==> src/rtl/frame_unpacker.sv <==
// Frame unpacker: turns a strobed byte stream into 12-bit fast words and
// two-byte slow words, with inter-byte gap timeout that aborts partial frames.
module frame_unpacker #(
  parameter int FAST_BYTES = 16,
  parameter int SLOW_WORDS = 1,
  parameter int GAP_CYC    = 1024
) (
  input  logic        clk,
  input  logic        rst,
  input  logic [7:0]  iData,
  input  logic        strob,
  input  logic        sEn,
  output logic [11:0] fData,
  output logic        fVal,
  output logic [11:0] sData,
  output logic        sVal,
  output logic [6:0]  sIdx,
  output logic        frameDone,
  output logic        frameErr
);

  localparam int TOTAL = FAST_BYTES + 2 * SLOW_WORDS;
  localparam int CW    = $clog2(TOTAL + 1);
  localparam int GW    = $clog2(GAP_CYC + 1);
  localparam logic [CW-1:0] LAST_FAST = CW'(FAST_BYTES - 1);
  localparam logic [CW-1:0] LAST_BYTE = CW'(TOTAL - 1);
  localparam logic [CW-1:0] FAST_CNT  = CW'(FAST_BYTES);
  localparam logic [GW-1:0] GAP_MAX   = GW'(GAP_CYC);

  typedef enum logic [1:0] {FAST, SLOW_LO, SLOW_HI} stateT;

  stateT          state, stateNext;
  logic [1:0]     sync;
  logic [CW-1:0]  count, countNext;
  logic [7:0]     temp, tempNext;
  logic [GW-1:0]  gap, gapNext;
  logic [11:0]    fDataNext, sDataNext;
  logic [6:0]     sIdxNext;
  logic           fValNext, sValNext, doneNext, errNext;
  logic           byteEv;
  logic [CW-1:0]  slowOff;

  // sync[0] is the newer sample; a byte event is its rising edge
  assign byteEv  = ~sync[1] & sync[0];
  assign slowOff = count - FAST_CNT;

  always_ff @(posedge clk or negedge rst) begin
    if (!rst) begin
      sync      <= 2'b00;
      state     <= FAST;
      count     <= '0;
      temp      <= '0;
      gap       <= '0;
      fData     <= '0;
      sData     <= '0;
      sIdx      <= '0;
      fVal      <= 1'b0;
      sVal      <= 1'b0;
      frameDone <= 1'b0;
      frameErr  <= 1'b0;
    end else begin
      sync      <= {sync[0], strob};
      state     <= stateNext;
      count     <= countNext;
      temp      <= tempNext;
      gap       <= gapNext;
      fData     <= fDataNext;
      sData     <= sDataNext;
      sIdx      <= sIdxNext;
      fVal      <= fValNext;
      sVal      <= sValNext;
      frameDone <= doneNext;
      frameErr  <= errNext;
    end
  end

  always_comb begin
    stateNext = state;
    countNext = count;
    tempNext  = temp;
    gapNext   = gap;
    fDataNext = fData;
    sDataNext = sData;
    sIdxNext  = sIdx;
    fValNext  = 1'b0;
    sValNext  = 1'b0;
    doneNext  = 1'b0;
    errNext   = 1'b0;

    if (byteEv) begin
      // a byte arriving on the timeout cycle takes priority over the abort
      gapNext = '0;
      case (state)
        FAST: begin
          fDataNext = {1'b0, iData, 3'b000};
          fValNext  = 1'b1;
          if (count == LAST_FAST) begin
            if (SLOW_WORDS > 0) begin
              stateNext = SLOW_LO;
              countNext = count + 1'b1;
            end else begin
              countNext = '0;
              doneNext  = 1'b1;
            end
          end else begin
            countNext = count + 1'b1;
          end
        end
        SLOW_LO: begin
          tempNext  = iData;
          stateNext = SLOW_HI;
          countNext = count + 1'b1;
        end
        SLOW_HI: begin
          if (sEn) begin
            sDataNext = {1'b0, iData[1:0], temp, 1'b0};
            sIdxNext  = 7'(slowOff >> 1);
            sValNext  = 1'b1;
          end
          if (count == LAST_BYTE) begin
            stateNext = FAST;
            countNext = '0;
            doneNext  = 1'b1;
          end else begin
            stateNext = SLOW_LO;
            countNext = count + 1'b1;
          end
        end
        default: begin
          stateNext = FAST;
          countNext = '0;
        end
      endcase
    end else if (gap != GAP_MAX) begin
      gapNext = gap + 1'b1;
    end else if (count != '0) begin
      // gap counter stays saturated, so clearing count makes this fire once
      countNext = '0;
      tempNext  = '0;
      stateNext = FAST;
      errNext   = 1'b1;
    end
  end

endmodule

==> config.mk <==
export PLATFORM = sky130hd
export DESIGN_NAME = frame_unpacker
export DESIGN_NICKNAME = d
export VERILOG_FILES = /design/src/rtl/frame_unpacker.sv
export SDC_FILE = /design/constraint.sdc
export NUM_CORES = 1
export LEC_CHECK = 0
export CAP_MARGIN = 20
export CORE_MARGIN = 2
export CORE_UTILIZATION = 55
export DETAILED_ROUTE_END_ITERATION = 7
export HOLD_SLACK_MARGIN = 0.02
export MAX_ROUTING_LAYER = met4
export PLACE_DENSITY_LB_ADDON = 0.3
export SETUP_SLACK_MARGIN = 0.4
export SKIP_LAST_GASP = 1
export SLEW_MARGIN = 20
export SYNTH_ARGS = -nofsm -noshare
export SYNTH_HDL_FRONTEND = slang
export SYNTH_SLANG_ARGS = --single-unit
==> constraint.sdc <==
create_clock -name clk -period 3.8 [get_ports clk]
set_input_delay 0.57 -clock clk [delete_from_list [all_inputs] [get_ports clk]]
set_output_delay 0.57 -clock clk [all_outputs]
set_load 0.01 [all_outputs]
### Word-level counts from Yosys, hierarchy flattened

Cells that the tools add are included.

* add/subtract/negate cells: 3
* equal/unequal tests: 8
* bitwise gates (word level): 2
* reduce and logical (&&, ||, !) cells: 10
* multiplexer cells: 28

Operators by type and width (number)
* 8-bit 2-to-1 mux: 4
* 11-bit 2-to-1 mux: 2
* 5-bit 2-to-1 mux: 4
* 1-bit 2-to-1 mux: 12
* 11-bit by 1-bit adder with 11-bit output, second input constant: 1
* 11-bit inequality test, second input constant: 1
* 5-bit case mux with 2 select lines: 1
* 3-bit AND reduction: 3
* 2-bit 2-to-1 mux: 4
* 2-bit case mux with 3 select lines: 1
* 5-bit by 1-bit adder with 5-bit output, second input constant: 1
* 5-bit by 4-bit equality test with 1-bit output, second input constant: 1
* 5-bit equality test, second input constant: 1
* 5-bit nonzero test: 1
* 5-bit subtractor, second input constant: 1
* 2-bit AND reduction: 2
* 2-bit nonzero test: 2
* 3-bit inequality test, second input constant: 1
* 2-bit by 1-bit equality test with 1-bit output, second input constant: 1
* 2-bit equality test, second input constant: 1
* 2-bit zero test: 1
* 2-bit by 1-bit inequality test with 1-bit output, second input constant: 1
* 2-bit inequality test, second input constant: 1
* 2-bit OR reduction: 1
* other kinds (2): 2

* register bits: 54
* word-level logic and storage cells: 63
* input bits: 12
* output and inout port bits: 35

### Logic depth before layout (Yosys ltp)

Gate-level depths: netlist (run 1).

* word-level depth: 4
* depth in mapped cells: 6

### Least setup slack after synthesis (run 1)

OpenSTA, ideal clock, no wires.

* path type: reg-to-reg
* start point: reg count[1]
* end point: reg temp[0]
* stages on the path, launching flop included: 7
* setup slack: 2.256 ns
* clock period less this slack: 1.544 ns
* data arrival time: 1.477 ns
* cell sequence: dfrtp_1 > inv_1 > ha_1 > nor4b_1 > nor2_1 > a21oi_2 > a22o_1

* word-level cells in the longest chain between the ends: 3

Ends and longest elaborated chain
* from (decl): line 34 `logic [CW-1:0] count, countNext;`
* from (signal assigned): line 64 `count <= countNext;`
* 5-bit nonzero test: line 136 `end else if (count != '0) begin`
* 2-bit nonzero test (no line)
* 3-bit AND reduction (no line)
* to (signal assigned): line 65 `temp <= tempNext;`
* to (decl): line 35 `logic [7:0] temp, tempNext;`

Every way passes these cells.
A chain may end at the register's enable or synchronous reset.

### Final worst setup path (run 1)

* start point: reg sync[1]
* end point: reg temp[3]

* word-level cells in the longest chain between the ends: 4

Ends and longest elaborated chain
* from (decl): line 33 `logic [1:0] sync;`
* from (signal assigned): line 62 `sync <= {sync[0], strob};`
* 1-bit inverter *: line 44 `assign byteEv = ~sync[1] & sync[0];`
* 1-bit bitwise AND *: line 44
* 2-bit by 1-bit inequality test with 1-bit output (no line), or another cell as far along
* 3-bit AND reduction (no line)

Mark *: on every way between the ends. The rest lies on a longest branch, timed or not.

==> results of run 1 <==
-- worst max-delay path, delay by kind of cell, from the launching register on --
family          cells  cell delay [ns]
simple gates        2             0.87
flops               1             0.43
compound gates      2             0.63
-- final cells by class --
cell class	count	share of cell area
clock buffers	6	0.0288
clock inverters	2	0.00568
inverters	7	0.00917
multi-input cells	120	0.333
flip-flops and latches	54	0.472
well taps	50	0.0218
repair buffers	38	0.130
-- cell families (layout without fill, tap and decap cells) --
family,Yosys count,count (layout),synth area share
flip-flops,54,54,0.567
other,1,9,0.00157
adder cells (fa/ha/maj),6,6,0.0315
buffers and inverters,19,53,0.0452
XOR/XNOR,7,7,0.0257
AND/OR/NAND/NOR,50,50,0.141
multiplexers,22,22,0.103
AO/OA/AOI/OAI,26,26,0.0846
-- layout by cell type (no fill, tap or decap), drive strengths merged, types with 3 or more instances in the layout --
cell / count
nor2b: 3
nor2: 10
nand3: 5
ha: 6
a22o: 10
nand2: 8
clkdlybuf4s50: 36
nor4: 4
conb: 9
o21ai: 5
and3: 3
nor3b: 3
mux2: 21
xnor2: 5
clkbuf: 6
dfrtp: 54
nor3: 4
a21oi: 5
inv: 8
-- worst paths after layout --
path                          from  slack [ns]  cells past startpoint       end
min in group clk           sync[0]        0.43                      0   sync[1]
max in group asynchronous      rst        2.77                      2    gap[4]
min                            rst        0.24                      1  state[0]
min reg2reg                sync[0]        0.43                      0   sync[1]
max reg2reg                sync[1]        1.80                      4   temp[3]
max                        sync[1]        1.80                      4   temp[3]
-- sequential cells by signal, indices dropped and copies added, names as in the netlist --
signal	count
count	5
frameDone	1
sync	2
state	2
sData	10
fData	8
fVal	1
frameErr	1
temp	8
sVal	1
sIdx	4
gap	11
-- metrics by stage --
| step | worst slack [ns] | std cells | hold slack (ns) | total power [mW] | util |
|---|---|---|---|---|---|
| final | 1.80 | 277 | 0.237 | 1.84 | 0.701 |
| after global placement | 1.86 | 269 | 0.404 | 1.49 | 0.677 |
| after detailed placement | 1.82 | 269 | 0.421 | 1.52 | 0.677 |
| after floorplan | 2.26 | 193 | 0.274 | 1.22 | - |
| after CTS | 1.84 | 277 | 0.248 | 1.86 | 0.701 |
| after global routing | 1.63 | 277 | 0.276 | 1.95 | 0.701 |
-- power groups by stage --
| stage | clock network (mW) | registers [mW] | logic [mW] |
|---|---|---|---|
| after global placement | 0 | 0.900 | 0.585 |
| after global routing | 0.373 | 0.930 | 0.651 |
| after detailed placement | 0 | 0.911 | 0.605 |
| after CTS | 0.345 | 0.902 | 0.609 |
| after floorplan | 0 | 0.916 | 0.305 |
| final | 0.336 | 0.903 | 0.602 |
-- layer usage --
layer  routed length [um]  up-vias  global-route usage  part of all wire
met1                 1940      780               0.251              0.45
met4                   76        0              0.0791             0.018
met3                  170        6              0.0378             0.039
met2                 2140       41               0.323              0.50
met5                    0        -                   -                 0
li1                     -      713                   -                 -
==> impl_metrics.py, run 1 <==
metrics = {
    "status": {
        "status": "finished clean",
    },
    "power": {
        "swShare": 0.309,
        "p_leak_nw": 1.32,
        "powerDensity_mw_per_mm2": 642,
        "irDropWorstVdd_v": 0.000373,
        "p_switching_uw": 569,
        "pwr-share-seq": 0.490,
        "clock_power_share": 0.183,
        "internal_power_mw": 1.27,
        "combPwrFrac": 0.327,
    },
    "floorplan": {
        "rows": 23,
        "ios": 47,
        "die-area_sq_mm": 0.00487,
        "core_sq_mm": 0.00409,
        "fp.dieH_um": 69.8,
        "die_x_um": 69.8,
        "start_util": 0.583,
    },
    "global_routing": {
        "grt_util_all_layers": 0.200,
        "grt_pass1_wl_um": 7510,
        "gr-total-overflow": 0,
        "grt_antenna_before_repair": 0,
        "grt_pass1_vias": 1626,
        "grt_max_degree": 30,
    },
    "route": {
        "firstDrtPassIters": 4,
        "drt_iter0_markers": 96,
        "vias": 1540,
        "wl_per_cell_um": 15.6,
        "ant_nets": 0,
        "drc_errors": 0,
        "wirelength_um": 4330,
        "viasPerCell": 5.56,
    },
    "worst_setup_path": {
        "crit_required_ns": 4.05,
        "crit_arrival_ns": 2.25,
        "crit_chain": "nor2b_1 > nor2_1 > a21oi_2 > a22o_1",
        "end_kind": "flip-flop",
        "cpPeakStageDelay_ns": 0.72,
        "path_class": "flip-flop to flip-flop",
        "cpMaxStageDelayCell": "nor2b_1",
        "cp-start-kind": "flip-flop",
        "crit_fanout": 14,
    },
    "worst_hold_path": {
        "hp-class": "input pin to async pin",
    },
    "place": {
        "hpwl_um": 3130,
        "io_buffers": 37,
        "place_area_sq_mm": 0.00277,
        "place.gp.congestion": 0.801,
    },
    "synthesis": {
        "ys_seq_area_frac": 0.567,
        "synth_top_flop_cell": "dfrtp_1",
        "synth_top_cell_by_area": "dfrtp_1",
        "synthCells": 185,
        "yosysMostFrequentCell": "dfrtp_1",
        "synthDistinctLibCells": 42,
        "syn_area_sq_mm": 0.00238,
        "yosysTopAreaCellShare": 0.567,
        "synth.area.top_cells": "dfrtp_1 (57%), mux2_2 (9.9%), ha_1 (3.2%), a22o_1 (2.9%), buf_4 (2.8%)",
        "yosys_warnings": 0,
        "synth-seq-cells": 54,
        "synthTopCellsByCount": "dfrtp_1 (54), mux2_2 (21), buf_4 (9), nor2_1 (9)",
        "postSynthAreaPerCell_sq_um": 12.9,
        "synthArstFlopShare": 1.00,
        "synth_edf_count": 0,
    },
    "layout": {
        "final_area_sq_mm": 0.00287,
        "seq_area_sq_mm": 0.00135,
        "layout.nets": 244,
        "antenna_cells": 0,
        "multi_input_area_sq_um": 953,
        "syn_to_final_growth_pct": 20.3,
        "drive_gt1_frac": 0.207,
        "fill_cells": 303,
    },
    "sta": {
        "hold_viol": 0,
        "finalSetupViolations": 0,
        "worst_pin_slew_ns": 0.911,
        "clock_skew_ns": 0.00815,
        "max_freq_mhz": 501,
        "relSlewSlack": 0.392,
        "fin_crit_sh": 0.526,
        "drv_slew": 0,
        "setup-tns-final_ns": 0,
        "grt_setup_unrepaired": "no",
        "period_minus_slack_ns": 2.00,
    },
    "cts": {
        "insertion_delay_ns": 0.31,
        "htreeDepth": 2,
        "cts_resized": 0,
        "cts_root_buf": "clkbuf_8",
        "cts_tree": "yes",
        "post_cts_buffers": 0,
        "cts_buffers": 5,
        "clockBufferDepth": 2,
        "hold_buffers": 0,
        "clock_sinks": 54,
        "clk_pin_slew_ns": 0.10,
    },
    "run": {
        "maxCapViolations": 0,
    },
}
No activity file was read; power rests on OpenSTA's default activity.
==> run 2: changes to the inputs <==
--- a/config.mk
+++ b/config.mk
@@ -7,7 +7,7 @@
 export LEC_CHECK = 0
 export CAP_MARGIN = 20
 export CORE_MARGIN = 2
-export CORE_UTILIZATION = 55
+export CORE_UTILIZATION = 46
 export DETAILED_ROUTE_END_ITERATION = 7
 export HOLD_SLACK_MARGIN = 0.02
 export MAX_ROUTING_LAYER = met4
==> constraint.sdc (replaced) <==
create_clock -name clk -period 1.61 [get_ports clk]
set_input_delay 0.2415 -clock clk [delete_from_list [all_inputs] [get_ports clk]]
set_output_delay 0.2415 -clock clk [all_outputs]
set_load 0.01 [all_outputs]
==> impl_metrics.py, run 2 (synthesized netlist as in run 1, its figures left out) <==
metrics = {
    "global_routing": {
        "grt_pass1_wl_um": 8200,
        "grt_util_all_layers": 0.184,
        "grt_max_degree": 28,
        "gr-total-overflow": 0,
        "grt_antenna_before_repair": 0,
        "grt_pass1_vias": 1691,
    },
    "floorplan": {
        "start_util": 0.472,
        "die-area_sq_mm": 0.00577,
        "ios": 47,
        "fp.dieH_um": 76.0,
        "rows": 26,
        "die_x_um": 76.0,
        "core_sq_mm": 0.00504,
    },
    "cts": {
        "htreeDepth": 2,
        "cts_root_buf": "clkbuf_8",
        "clockBufferDepth": 2,
        "clk_pin_slew_ns": 0.11,
        "cts_buffers": 5,
        "clock_sinks": 54,
        "cts_tree": "yes",
        "insertion_delay_ns": 0.31,
    },
    "place": {
        "place_area_sq_mm": 0.00296,
        "io_buffers": 37,
        "pre_cts_ws_ns": 0.00457,
        "hpwl_um": 3200,
        "place.gp.congestion": 0.784,
    },
    "worst_setup_path": {
        "path_class": "flip-flop to flip-flop",
        "crit_chain": "nor4_4 > nand4_2 > o21a_4 > mux2_2",
        "reg2reg_depth": 4,
        "cpPeakStageDelay_ns": 0.43,
        "worstReg2RegEnd": "count[0]",
        "crit_required_ns": 1.82,
        "end_kind": "flip-flop",
        "crit_fanout": 6,
        "crit_start": "gap[2]",
        "cpMaxStageDelayCell": "dfrtp_2",
        "timing.rr.start": "gap[2]",
        "rrSetupSlack_ns": 0.02,
        "cp-start-kind": "flip-flop",
        "crit_arrival_ns": 1.80,
    },
    "status": {
        "status": "finished clean",
    },
    "sta": {
        "hold_viol": 0,
        "grt_setup_unrepaired": "yes",
        "clock_skew_ns": 0.00887,
        "finalSetupViolations": 0,
        "max_freq_mhz": 629,
        "period_minus_slack_ns": 1.59,
        "drv_slew": 0,
        "fin_crit_sh": 0.988,
        "worst_slack_ns": 0.0194,
    },
    "route": {
        "ant_nets": 0,
        "wl_per_cell_um": 15.8,
        "wirelength_um": 5330,
        "drc_errors": 0,
        "drt_iter0_markers": 47,
        "viasPerCell": 5.04,
        "vias": 1703,
        "firstDrtPassIters": 4,
    },
    "layout": {
        "final_area_sq_mm": 0.00347,
        "seq_area_sq_mm": 0.00136,
        "final_cell_mix": "dfrtp_1 (50), buf_4 (25), clkbuf_2 (15)",
        "regMostFlops": "gap",
        "layout.nets": 285,
        "largest_reg_flops": 11,
        "layout_commonest_cell": "dfrtp_1",
        "reg_top3": "gap: 11 flops, sData: 10 flops",
        "drive_gt1_frac": 0.504,
        "multi_input_area_sq_mm": 0.00119,
        "fin_util": 0.687,
        "fill_cells": 367,
        "syn_to_final_growth_pct": 45.5,
        "antenna_cells": 0,
    },
    "power": {
        "combPwrFrac": 0.356,
        "p_leak_nw": 1.67,
        "pwr-share-seq": 0.449,
        "internal_power_mw": 3.26,
        "clock_power_share": 0.195,
        "p_switching_mw": 1.57,
        "irDropWorstVdd_v": 0.000697,
        "powerDensity_mw_per_mm2": 1390,
        "swShare": 0.325,
    },
    "worst_hold_path": {
        "hp-class": "input pin to async pin",
    },
    "run": {
        "maxCapViolations": 0,
    },
}
-- run 2: final cells by class --
class / count / share of cell area
Sequential cell: 54 / 0.391
Multi-Input combinational cell: 121 / 0.345
Timing Repair Buffer: 78 / 0.197
Tap cell: 70 / 0.0253
Clock buffer: 5 / 0.0199
Clock inverter: 3 / 0.0141
Inverter: 7 / 0.00758
-- run 2: power by group through the flow --
stage          Sequential [mW]  Clock (mW)  Combinational, mW
5_1_grt                   2.22        1.01               1.85
3_5_place_dp              2.13           0               1.54
3_3_place_gp              2.13           0               1.50
2_1_floorplan             2.18           0              0.723
6_report                  2.17       0.942               1.72
4_1_cts                   2.13       0.954               1.60
-- run 2: worst max-delay path by stage --
stage | to | slack [ns] | depth (start not counted)
global placement | fData[10] | 0.03 | 3
floorplan | count[0] | 0.12 | 4
CTS | fData[5] | 0.06 | 3
finish | count[0] | 0.02 | 4
detailed placement | count[0] | 0.005 | 6
global route | count[3] | -0.01 | 4
-- run 2: routing by layer --
metal,vias up,GRT usage,share of wire
met5,-,-,0
met4,0,0.0527,0.011
met3,5,0.0381,0.023
met2,28,0.288,0.51
met1,867,0.246,0.46
li1,803,-,-
-- run 2: per-stage QoR --
step | hold slack [ns] | total power, mW | TNS [ns] | instances
after global placement | 0.187 | 3.63 | 0 | 306
final | 0.362 | 4.83 | 0 | 338
after detailed placement | 0.185 | 3.67 | 0 | 306
after CTS | 0.372 | 4.69 | 0 | 324
after global routing | 0.364 | 5.08 | -0.0145 | 338
after floorplan | -0.0541 | 2.90 | 0 | 193
-- run 2: worst max-delay path, delay by kind of cell (launching register included) --
family | cells | cell delay, ns
AOI/OAI and AO/OA | 1 | 0.28
DFF | 1 | 0.43
muxes | 1 | 0.28
and+or+nand+nor | 2 | 0.50
-- run 2: timing repair --
item	in CTS	in global routing
cloned	1	1
pin swaps	24	20
resized for setup	87	42
endpoints found under the setup margin	75	67
hold endpoints to repair	14	0
hold buffers	1	0
setup buffers	8	13
